**src/rtl/sd_bus_arbiter.sv**
```systemverilog
// Arbitrates the SPI-mode SD pads between the init, read and write engines,
// inserting a CS-high gap between owners. Define SD_ARB_STATS_EN for completion counters.
module sd_bus_arbiter #(
  parameter int GAP_CLKS = 8,
  parameter int TIMEOUT  = 4096
) (
  input  logic        SD_CK,
  input  logic        rst_n,
  input  logic        init_req,
  input  logic        init_done,
  input  logic        init_mosi,
  input  logic        init_csn,
  input  logic        rd_req,
  input  logic        rd_done,
  input  logic        rd_mosi,
  input  logic        rd_csn,
  input  logic        wr_req,
  input  logic        wr_done,
  input  logic        wr_mosi,
  input  logic        wr_csn,
  output logic        init_gnt,
  output logic        rd_gnt,
  output logic        wr_gnt,
  output logic        SD_MOSI,
  output logic        SD_CSn,
  output logic        card_ready,
  output logic        busy,
`ifdef SD_ARB_STATS_EN
  output logic [15:0] rd_count,
  output logic [15:0] wr_count,
`endif
  output logic        err_timeout
);

  typedef enum logic [1:0] {IDLE, GRANT, GAP} state_e;
  typedef enum logic [1:0] {OWN_INIT, OWN_RD, OWN_WR} owner_e;

  localparam int              WD_W     = (TIMEOUT > 0) ? $clog2(TIMEOUT + 1) : 1;
  localparam logic [WD_W-1:0] WD_LAST  = (TIMEOUT > 0) ? WD_W'(TIMEOUT - 1) : '0;
  localparam logic [7:0]      GAP_LOAD = 8'(GAP_CLKS - 1);

  state_e          state_q, state_d;
  owner_e          owner_q, owner_d;
  owner_e          last_q, last_d;
  logic            rdy_q, rdy_d;
  logic            err_q, err_d;
  logic [WD_W-1:0] wd_q, wd_d;
  logic [7:0]      gap_q, gap_d;

  logic own_req, own_done, own_mosi, own_csn, in_grant, wd_hit;

  // Owner-side view of the engine signals, selected by the registered owner.
  always_comb begin
    own_req  = init_req;
    own_done = init_done;
    own_mosi = init_mosi;
    own_csn  = init_csn;
    case (owner_q)
      OWN_RD: begin
        own_req  = rd_req;
        own_done = rd_done;
        own_mosi = rd_mosi;
        own_csn  = rd_csn;
      end
      OWN_WR: begin
        own_req  = wr_req;
        own_done = wr_done;
        own_mosi = wr_mosi;
        own_csn  = wr_csn;
      end
      default: ;
    endcase
  end

  assign wd_hit = (TIMEOUT != 0) && (wd_q == WD_LAST);

  always_comb begin
    state_d = state_q;
    owner_d = owner_q;
    last_d  = last_q;
    rdy_d   = rdy_q;
    wd_d    = wd_q;
    gap_d   = gap_q;
    err_d   = 1'b0;
    case (state_q)
      IDLE: begin
        wd_d = '0;
        if (!rdy_q) begin
          if (init_req) begin
            owner_d = OWN_INIT;
            state_d = GRANT;
          end
        end else if (rd_req && (!wr_req || last_q != OWN_RD)) begin
          owner_d = OWN_RD;
          state_d = GRANT;
        end else if (wr_req) begin
          owner_d = OWN_WR;
          state_d = GRANT;
        end
      end
      GRANT: begin
        if (TIMEOUT != 0) wd_d = wd_q + 1'b1;
        // done beats req-drop beats watchdog; only a pure timeout raises err
        if (own_done || !own_req || wd_hit) begin
          state_d = GAP;
          gap_d   = GAP_LOAD;
          if (owner_q != OWN_INIT) last_d = owner_q;
          if (own_done) begin
            if (owner_q == OWN_INIT) rdy_d = 1'b1;
          end else if (own_req) begin
            err_d = 1'b1;
          end
        end
      end
      GAP: begin
        if (gap_q == 8'd0) state_d = IDLE;
        else               gap_d   = gap_q - 8'd1;
      end
      default: state_d = IDLE;
    endcase
  end

  always_ff @(negedge SD_CK or negedge rst_n) begin
    if (!rst_n) begin
      state_q <= IDLE;
      owner_q <= OWN_INIT;
      last_q  <= OWN_WR;
      rdy_q   <= 1'b0;
      err_q   <= 1'b0;
      wd_q    <= '0;
      gap_q   <= '0;
    end else begin
      state_q <= state_d;
      owner_q <= owner_d;
      last_q  <= last_d;
      rdy_q   <= rdy_d;
      err_q   <= err_d;
      wd_q    <= wd_d;
      gap_q   <= gap_d;
    end
  end

  assign in_grant    = (state_q == GRANT);
  assign init_gnt    = in_grant && (owner_q == OWN_INIT);
  assign rd_gnt      = in_grant && (owner_q == OWN_RD);
  assign wr_gnt      = in_grant && (owner_q == OWN_WR);
  assign SD_MOSI     = in_grant ? own_mosi : 1'b1;
  assign SD_CSn      = in_grant ? own_csn  : 1'b1;
  assign card_ready  = rdy_q;
  assign busy        = (state_q != IDLE);
  assign err_timeout = err_q;

`ifdef SD_ARB_STATS_EN
  logic [15:0] rdc_q, wrc_q;
  logic        rd_inc, wr_inc;

  assign rd_inc = rd_gnt && rd_done;
  assign wr_inc = wr_gnt && wr_done;

  always_ff @(negedge SD_CK or negedge rst_n) begin
    if (!rst_n) begin
      rdc_q <= '0;
      wrc_q <= '0;
    end else begin
      if (rd_inc) rdc_q <= rdc_q + 16'd1;
      if (wr_inc) wrc_q <= wrc_q + 16'd1;
    end
  end

  assign rd_count = rdc_q;
  assign wr_count = wrc_q;
`endif

endmodule

```
**config.mk**
```make
export PLATFORM = sky130hd
export DESIGN_NAME = sd_bus_arbiter
export DESIGN_NICKNAME = d
export VERILOG_FILES = /design/src/rtl/sd_bus_arbiter.sv
export SDC_FILE = /design/constraint.sdc
export NUM_CORES = 1
export LEC_CHECK = 0
export BUFFER_PORTS_ARGS = -buffer_cell sky130_fd_sc_hd__buf_2
export CORE_MARGIN = 5
export CORE_UTILIZATION = 50
export DETAILED_ROUTE_END_ITERATION = 16
export HOLD_SLACK_MARGIN = 0.1
export PLACE_DENSITY = 0.74
export SLEW_MARGIN = 20
export SYNTH_ARGS = -nofsm -noshare
export SYNTH_HDL_FRONTEND = slang
export SYNTH_SLANG_ARGS = --single-unit
```
**constraint.sdc**
```tcl
create_clock -name SD_CK -period 2.4 [get_ports SD_CK]
set_input_delay 0.72 -clock SD_CK [delete_from_list [all_inputs] [get_ports SD_CK]]
set_output_delay 0.72 -clock SD_CK [all_outputs]
set_load 0.05 [all_outputs]
```
==> results.sh, run 1 <==
export IMPL_worst_r2r_setup_slack_ns=0.04
export IMPL_criticalPathCategory="flip-flop to output pin"
export IMPL_syn_area_per_cell_sq_um=8.99
export IMPL_crit_arrival_ns=2.81
export IMPL_io_buffers=21
export IMPL_route_vias_total=1684
export IMPL_cts_tree="yes"
export IMPL_r2r_cells=6
export IMPL_crit_required_ns=1.68
export IMPL_setup_slack_ns=-1.13
export IMPL_cts_root_buffer="clkbuf_4"
export IMPL_firstDrtPassIters=6
export IMPL_fin_setup_tns_ns=-11.29
export IMPL_clkSinkCount=29
export IMPL_chipWidth_um=67.1
export IMPL_worstReg2RegStart="wd_q[0]"
export IMPL_hold_class="flip-flop to flip-flop"
export IMPL_swShare=0.237
export IMPL_grt_ovfl_total=0
export IMPL_postCtsHoldBufs=0
export IMPL_synth_top_area_frac=0.430
export IMPL_fin_cells=289
export IMPL_cts_buffer_depth=2
export IMPL_combPwrFrac=0.080
export IMPL_insertion_delay_ns=0.37
export IMPL_tightest_slew_ns=0.750
export IMPL_cp_endpoint="SD_CSn"
export IMPL_diodes=0
export IMPL_ys_warn_count=0
export IMPL_dpl_cell_count=265
export IMPL_synth_most_common_cell="dfrtn_1"
export IMPL_p_leak_uw=0.00108
export IMPL_pre_cts_slack_ns=-0.823
export IMPL_start_kind="flip-flop"
export IMPL_finish_utilization=0.806
export IMPL_dp_hpwl_mm=3.00
export IMPL_setup_viol=24
export IMPL_antenna_found_initial=0
export IMPL_r2r_end="last_q[1]"
export IMPL_status="complete, but fails checks"
export IMPL_worstPathMaxFanout=5
export IMPL_p_total_uw=873
export IMPL_core_region_area_sq_mm=0.00308
export IMPL_synthCells=181
export IMPL_synth_commonest_cells="28 x dfrtn_1, 24 x nand2_1, 18 x o21ai_0"
export IMPL_grt_use_total=0.245
export IMPL_ir_drop_v=0.000293
export IMPL_maxCapViolCount=0
export IMPL_slew_viol_final=0
export IMPL_initial_core_util=0.529
export IMPL_intPower_uw=667
export IMPL_crit_start="owner_q[0]"
export IMPL_gp_congestion=0.852
export IMPL_cts_max_level=2
export IMPL_pwr_share_clk=0.356
export IMPL_top_level_ports=22
export IMPL_drive_above_1_share=0.465
export IMPL_synthFlopType="dfrtn_1"
export IMPL_synth_area_sq_mm=0.00163
export IMPL_first_iter_violations=85
export IMPL_final_hold_violation_count=0
export IMPL_min_delay_start="wd_q[0]"
export IMPL_power_frac_seq=0.564
export IMPL_area_delta_synth_final_pct=52.3
export IMPL_rsz0062_at_grt="yes"
export IMPL_synth_nets=201
export IMPL_powerDensity_mw_per_mm2=352
export IMPL_synth_cell_types=43
export IMPL_max_slew_margin_rel=0.500
export IMPL_synth_async_reset_ratio=1.00
export IMPL_violations="setup timing"
export IMPL_seq_area_frac_synth=0.447
export IMPL_dieHeight_um=67.1
export IMPL_wl_per_cell_um=18.5
export IMPL_grt_pass1_wl_mm=8.05
export IMPL_routed_wl_mm=5.34
export IMPL_numCtsBuffers=5
export IMPL_first_global_vias=1724
export IMPL_worst_clock_skew_ns=0.0554
export IMPL_endpoint_kind="output pin"
export IMPL_std_cell_rows=20
export IMPL_drc=0
export IMPL_path_clk_slew_ns=0.06
export IMPL_ant_nets=0
export IMPL_ys_ff_latch=29
export IMPL_grt_max_degree=20
export IMPL_finalNetCount=265
export IMPL_synth_edf_count=0
export IMPL_yosys_area_top_type="dfrtn_1"
export IMPL_ys_top_cells_by_area="dfrtn_1 43%, o21ai_0 5.5%, nand2_1 5.5%"
export IMPL_die_area_sq_mm=0.00450
export IMPL_vias_per_cell=5.83
export IMPL_p_switching_uw=207
layout by cell type, fill, tap and decap left out, drive strengths merged, types with 6 or more instances in the layout:
cell / count
o21ai: 18
nand2: 24
buf: 63
clkbuf: 7
and2: 7
ha: 6
inv: 11
nor2: 13
dfrtn: 28
a21oi: 6
worst min-delay path by stage:
stage           endpoint  slack, ns  depth (start not counted)
2_1_floorplan    wd_q[0]       0.42                          1
3_3_place_gp     wd_q[0]       0.44                          1
3_5_place_dp     wd_q[0]       0.46                          1
4_1_cts          wd_q[0]       0.46                          1
5_1_grt        last_q[0]       0.49                          1
6_report         wd_q[0]       0.46                          1
registers in the layout, summed over array words and instances (netlist names):
register     cells
last_q           2
gap_q            8
owner_q          2
wd_q            13
err_timeout      1
state_q          2
card_ready       1
area by class of cell:
type                    instances  area (sq um)
multi-input cells             134          1050
inverters                      11          47.5
flip-flops and latches         29           727
clock buffers                   7          55.1
fillers                       187           598
well taps                      44          55.1
clock inverters                 1          3.75
repair buffers                 63           541
power by group through the flow:
stage / logic (uW) / registers (uW) / clock network (uW)
global placement: 45.8 / 501 / 5.21
floorplan: 8.93 / 505 / 5.21
global route: 74.3 / 493 / 350
detailed placement: 47.5 / 501 / 5.21
CTS: 62.2 / 493 / 315
finish: 69.5 / 493 / 311
critical path, stage by stage (launching register included):
cell     delay (ns)
dfrtn_1        0.47
inv_2          0.10
ha_4           0.32
nand2_1        0.08
o21ai_2        0.08
nand2_2        0.09
buf_8          0.15
cell families after synthesis:
family	after synthesis	synth area share
AO/OA/AOI/OAI	44	0.169
XOR/XNOR	7	0.0377
adder cells (fa/ha/maj)	6	0.0461
buffers and inverters	18	0.0430
flip-flops	29	0.447
multiplexers	3	0.0200
AND/OR/NAND/NOR	74	0.238
timing repair:
action                     CTS  global route
pin swaps                   11            13
setup endpoints to repair   24            24
resized for setup           50            15
setup buffers               10            10
metal layers:
layer,routed length [um],up-vias,GRT usage
met5,0,-,0
met4,229,0,0.134
met3,289,24,0.0573
met2,2790,63,0.444
met1,2030,827,0.255
li1,-,770,-
per-stage QoR:
| stage | cell area, sq um | hold WS (ns) |
|---|---|---|
| finish | 2480 | 0.464 |
| detailed placement | 2030 | 0.456 |
| global route | 2480 | 0.488 |
| floorplan | 1720 | 0.419 |
| global placement | 2030 | 0.439 |
| CTS | 2360 | 0.457 |
No activity file was read; power rests on OpenSTA's default activity.
==> run 2, diff against run 1 <==
--- a/config.mk
+++ b/config.mk
@@ -5,12 +5,13 @@
 export SDC_FILE = /design/constraint.sdc
 export NUM_CORES = 1
 export LEC_CHECK = 0
+export ABC_AREA = 1
 export BUFFER_PORTS_ARGS = -buffer_cell sky130_fd_sc_hd__buf_2
 export CORE_MARGIN = 5
 export CORE_UTILIZATION = 50
 export DETAILED_ROUTE_END_ITERATION = 16
 export HOLD_SLACK_MARGIN = 0.1
-export PLACE_DENSITY = 0.74
+export PLACE_DENSITY = 0.73
 export SLEW_MARGIN = 20
 export SYNTH_ARGS = -nofsm -noshare
 export SYNTH_HDL_FRONTEND = slang
==> results.sh, run 2 <==
export IMPL_dieHeight_um=68.4
export IMPL_numCtsBuffers=5
export IMPL_p_switching_uw=1720
export IMPL_drive_above_1_share=0.466
export IMPL_diodes=0
export IMPL_insertion_delay_ns=0.38
export IMPL_ys_warn_count=0
export IMPL_hold_class="flip-flop to flip-flop"
export IMPL_cts_buffer_depth=2
export IMPL_chipWidth_um=68.4
export IMPL_antenna_found_initial=0
export IMPL_route_met3_wl_um=187
export IMPL_final_hold_violation_count=0
export IMPL_setup_slack_ns=-1.15
export IMPL_r2r_cells=11
export IMPL_pwr_share_clk=0.085
export IMPL_crit_arrival_ns=2.83
export IMPL_regMostFlops="wd_q"
export IMPL_max_stage_delay_ns=0.50
export IMPL_wl_met1_mm=2.25
export IMPL_crit_family="flip-flops"
export IMPL_postCtsHoldBufs=0
export IMPL_swShare=0.499
export IMPL_yosys_area_top_type="dfrtn_1"
export IMPL_max_slew_margin_rel=0.533
export IMPL_grt_use_total=0.245
export IMPL_area_delta_synth_final_pct=57.1
export IMPL_r2r_end="gap_q[2]"
export IMPL_status="complete, but fails checks"
export IMPL_vias_per_cell=5.35
export IMPL_dp_hpwl_mm=3.00
export IMPL_ys_top_cells_by_area="dfrtn_1 41%, nand2_1 13%, nand3_1 7.9%"
export IMPL_cts_tree="yes"
export IMPL_worst_clock_skew_ns=0.0596
export IMPL_hold_path_endpoint="wd_q[8]"
export IMPL_worst_r2r_setup_slack_ns=0.45
export IMPL_initial_core_util=0.515
export IMPL_violations="setup timing"
export IMPL_syn_area_per_cell_sq_um=7.39
export IMPL_io_buffers=21
export IMPL_gp_congestion=0.804
export IMPL_layout_commonest_cell="nand2_1"
export IMPL_drc=0
export IMPL_route_vias_total=1828
export IMPL_setup_viol=23
export IMPL_seq_area_frac_synth=0.426
export IMPL_core_region_area_sq_mm=0.00331
export IMPL_cpMaxStageDelayCell="dfrtn_1"
export IMPL_crit_required_ns=1.68
export IMPL_min_delay_start="wd_q[8]"
export IMPL_maxCapViolCount=0
export IMPL_synth_cell_types=29
export IMPL_worst_path_buf_inv=2
export IMPL_whs_path_depth=1
export IMPL_synth_most_common_cell="nand2_1"
export IMPL_synth_commonest_cells="59 x nand2_1, 28 x dfrtn_1, 27 x nand3_1"
export IMPL_ir_drop_v=0.000874
export IMPL_first_iter_violations=162
export IMPL_combPwrFrac=0.692
export IMPL_synthCells=231
export IMPL_grt_ovfl_total=0
export IMPL_worst_path_stages=6
export IMPL_rsz0062_at_grt="yes"
export IMPL_dr_max_layer_used="met4"
export IMPL_path_cells="inv_2 -> ha_4 -> a22o_1 -> nand2_2 -> nand3_4 -> buf_8"
export IMPL_route_met2_wl_mm=2.86
export IMPL_synth_edf_count=0
export IMPL_intPower_uw=1730
export IMPL_first_global_vias=1818
export IMPL_start_kind="flip-flop"
export IMPL_p_leak_uw=0.00129
export IMPL_std_cell_rows=21
export IMPL_ys_ff_latch=29
export IMPL_largestRegisters="wd_q: 13 flops, gap_q: 8 flops"
export IMPL_synth_top_area_frac=0.411
export IMPL_synth_area_sq_mm=0.00171
export IMPL_worstPathMaxFanout=3
export IMPL_top_level_ports=22
export IMPL_finalNetCount=315
export IMPL_clkSinkCount=29
export IMPL_final_cell_mix="42 x nand2_1, 30 x buf_4, 28 x dfrtn_1"
export IMPL_path_clk_slew_ns=0.07
export IMPL_wl_per_cell_um=16.4
export IMPL_grt_max_degree=20
export IMPL_cts_root_buffer="clkbuf_4"
export IMPL_grt_pass1_wl_mm=8.31
export IMPL_power_frac_seq=0.222
export IMPL_largest_register_ffs=13
export IMPL_synth_async_reset_ratio=1.00
export IMPL_worstReg2RegStart="owner_q[0]"
export IMPL_tightest_slew_ns=0.700
export IMPL_criticalPathCategory="flip-flop to output pin"
export IMPL_fin_setup_tns_ns=-8.69
export IMPL_synthFlopType="dfrtn_1"
export IMPL_synth_nets=251
export IMPL_endpoint_kind="output pin"
export IMPL_cts_max_level=2
export IMPL_slew_viol_final=0
export IMPL_p_total_uw=3460
export IMPL_firstDrtPassIters=4
export IMPL_ant_nets=0
export IMPL_die_area_sq_mm=0.00468
export IMPL_powerDensity_mw_per_mm2=1290
export IMPL_routed_wl_mm=5.61
==> run 2: worst register-to-register path: cells and delay by family (launching register included) <==
family,cells,cell delay [ns]
simple gates,7,0.63
flops,1,0.50
buf+inv,3,0.34
fa+ha+maj,1,0.32
==> run 2: what timing repair did <==
item	in CTS	in global routing
setup endpoints to repair	21	24
pin swaps	20	15
cloned	1	0
gates resized for setup	60	31
hold endpoints to repair	0	0
setup buffers	9	6
==> run 2: how the worst max path moves through the flow <==
| stage | startpoint | slack [ns] | end |
|---|---|---|---|
| 5_1_grt | owner_q[0] | -1.21 | SD_MOSI |
| 2_1_floorplan | owner_q[0] | -0.65 | SD_CSn |
| 3_5_place_dp | owner_q[0] | -0.79 | SD_MOSI |
| 3_3_place_gp | owner_q[1] | -0.76 | SD_MOSI |
| 6_report | owner_q[0] | -1.15 | SD_MOSI |
| 4_1_cts | owner_q[0] | -1.06 | SD_MOSI |
==> run 2: routing by layer <==
| layer | GRT usage | vias to the layer above |
|---|---|---|
| met3 | 0.0476 | 25 |
| met1 | 0.274 | 864 |
| li1 | - | 879 |
| met2 | 0.441 | 60 |
| met5 | 0 | - |
| met4 | 0.114 | 0 |
==> run 2: power groups by stage <==
stage	registers, uW	logic [uW]	clock network [uW]
2_1_floorplan	771	1040	5.21
3_3_place_gp	748	1560	5.21
3_5_place_dp	754	1580	5.21
4_1_cts	753	2050	297
5_1_grt	782	2580	320
6_report	768	2390	295
==> run 2: through the flow <==
stage | cells | area, sq um | hold slack, ns | worst slack (ns) | utilization
floorplan | 231 | 1820 | 0.397 | -0.651 | -
global placement | 321 | 2170 | 0.416 | -0.763 | 0.656
detailed placement | 321 | 2170 | 0.423 | -0.786 | 0.656
CTS | 339 | 2540 | 0.425 | -1.06 | 0.766
global route | 342 | 2680 | 0.446 | -1.21 | 0.810
finish | 342 | 2680 | 0.429 | -1.15 | 0.810
==> run 2: kinds of logic (layout without fill, tap and decap cells) <==
family | count (synthesis) | in the layout | synth area share
flip-flops | 29 | 29 | 0.426
buffers and inverters | 33 | 97 | 0.0748
XOR/XNOR | 4 | 4 | 0.0205
adder cells (fa/ha/maj) | 6 | 6 | 0.0440
AO/OA/AOI/OAI | 28 | 28 | 0.0960
AND/OR/NAND/NOR | 131 | 132 | 0.339
==> run 2: area by class of cell <==
cell class,instances,area (sq um)
clock buffers,5,37.5
fillers,213,629
multi-input cells,170,1210
repair buffers,57,498
well taps,46,57.6
flip-flops and latches,29,727
clock inverters,4,17.5
inverters,31,134
==> run 3, diff against run 2 <==
--- a/config.mk
+++ b/config.mk
@@ -12,6 +12,8 @@
 export DETAILED_ROUTE_END_ITERATION = 16
 export HOLD_SLACK_MARGIN = 0.1
 export PLACE_DENSITY = 0.73
+export RECOVER_POWER = 50
+export SKIP_CTS_REPAIR_TIMING = 1
 export SLEW_MARGIN = 20
 export SYNTH_ARGS = -nofsm -noshare
 export SYNTH_HDL_FRONTEND = slang
==> results.sh, run 3 (synthesis gave the netlist of run 2 again) <==
export IMPL_status="complete, but fails checks"
export IMPL_violations="setup timing"
export IMPL_route_vias_total=1715
export IMPL_pre_cts_slack_ns=-0.786
export IMPL_diodes=0
export IMPL_wl_per_cell_um=13.6
export IMPL_cts_root_buffer="clkbuf_4"
export IMPL_maxCapViolCount=0
export IMPL_io_buffers=21
export IMPL_setup_viol=22
export IMPL_cpMaxStageDelayCell="dfrtn_1"
export IMPL_path_cells="inv_2 -> ha_2 -> a22o_1 -> nand2_2 -> nand3_4 -> buf_6"
export IMPL_setup_slack_ns=-1.09
export IMPL_cts_tree="yes"
export IMPL_worstPathMaxFanout=3
export IMPL_regMostFlops="wd_q"
export IMPL_worst_path_buf_inv=2
export IMPL_slew_viol_final=0
export IMPL_die_area_sq_mm=0.00468
export IMPL_insertion_delay_ns=0.38
export IMPL_tightest_slew_ns=0.713
export IMPL_endpoint_kind="output pin"
export IMPL_vias_per_cell=5.09
export IMPL_grt_max_degree=20
export IMPL_max_stage_delay_ns=0.46
export IMPL_start_kind="flip-flop"
export IMPL_powerDensity_mw_per_mm2=1250
export IMPL_first_global_vias=1639
export IMPL_dpl_cell_area_sq_mm=0.00217
export IMPL_drc=0
export IMPL_top_level_ports=22
export IMPL_final_cell_mix="52 x nand2_1, 28 x dfrtn_1, 26 x buf_4"
export IMPL_crit_family="flip-flops"
export IMPL_largest_register_ffs=13
export IMPL_hold_class="flip-flop to flip-flop"
export IMPL_dp_hpwl_mm=3.00
export IMPL_area_delta_synth_final_pct=46.3
export IMPL_criticalPathCategory="flip-flop to output pin"
export IMPL_gp_congestion=0.804
export IMPL_layout_commonest_cell="nand2_1"
export IMPL_cts_max_level=2
export IMPL_crit_required_ns=1.68
export IMPL_path_clk_slew_ns=0.07
export IMPL_max_slew_margin_rel=0.524
export IMPL_chipWidth_um=68.4
export IMPL_grt_use_total=0.204
export IMPL_std_cell_rows=21
export IMPL_largestRegisters="wd_q: 13 flops, gap_q: 8 flops"
export IMPL_final_hold_violation_count=0
export IMPL_finalNetCount=310
export IMPL_crit_arrival_ns=2.77
export IMPL_ir_drop_v=0.000808
export IMPL_firstDrtPassIters=4
export IMPL_rsz0062_at_grt="yes"
export IMPL_grt_ovfl_total=0
export IMPL_dieHeight_um=68.4
export IMPL_clkSinkCount=29
export IMPL_fin_area_sq_mm=0.00250
export IMPL_numCtsBuffers=5
export IMPL_first_iter_violations=70
export IMPL_p_leak_uw=0.00122
export IMPL_grt_pass1_wl_mm=7.04
export IMPL_antenna_found_initial=0
export IMPL_ant_nets=0
export IMPL_worst_clock_skew_ns=0.0554
export IMPL_drive_above_1_share=0.395
export IMPL_core_region_area_sq_mm=0.00331
export IMPL_routed_wl_mm=4.60
export IMPL_cts_buffer_depth=2
export IMPL_initial_core_util=0.515
run 3: stage by stage:
step / util / total power, uW / std cells / hold WS [ns] / setup TNS (ns)
floorplan: - / 1820 / 231 / 0.397 / -7.42
global placement: 0.656 / 2310 / 321 / 0.416 / -11.55
finish: 0.754 / 3110 / 337 / 0.429 / -8.30
global route: 0.754 / 3350 / 337 / 0.446 / -9.37
CTS: 0.671 / 2630 / 329 / 0.425 / -9.25
detailed placement: 0.656 / 2340 / 321 / 0.423 / -11.87
run 3: routing by layer:
| metal | vias to the layer above | part of all wire | track usage |
|---|---|---|---|
| met3 | 9 | 0.024 | 0.0427 |
| met2 | 20 | 0.51 | 0.342 |
| li1 | 868 | - | - |
| met5 | - | 0 | 0 |
| met1 | 818 | 0.45 | 0.249 |
| met4 | 0 | 0.016 | 0.0893 |
run 3: report_power, final:
group / leakage (uW) / total, uW / switching, uW / internal, uW
registers: 0.000379 / 756 / 128 / 628
clock network: 0.0000415 / 291 / 182 / 109
logic: 0.000795 / 2070 / 1210 / 859
run 3: worst paths after layout:
kind,depth (start not counted),from,slack (ns),end
worst max-delay path,6,owner_q[0],-1.09,SD_CSn
worst min-delay path,1,wd_q[8],0.43,wd_q[8]
worst max register to register,10,owner_q[0],0.54,gap_q[2]
worst min register to register,1,wd_q[8],0.43,wd_q[8]
max in group asynchronous,2,rst_n,0.41,card_ready
min in group asynchronous,2,rst_n,1.47,wd_q[3]
run 3: area by class of cell:
class | instances | area [sq um]
Tap cell | 46 | 57.6
Timing Repair Buffer | 52 | 418
Inverter | 31 | 124
Clock buffer | 5 | 37.5
Clock inverter | 4 | 17.5
Sequential cell | 29 | 727
Fill cell | 242 | 815
Multi-Input combinational cell | 170 | 1110
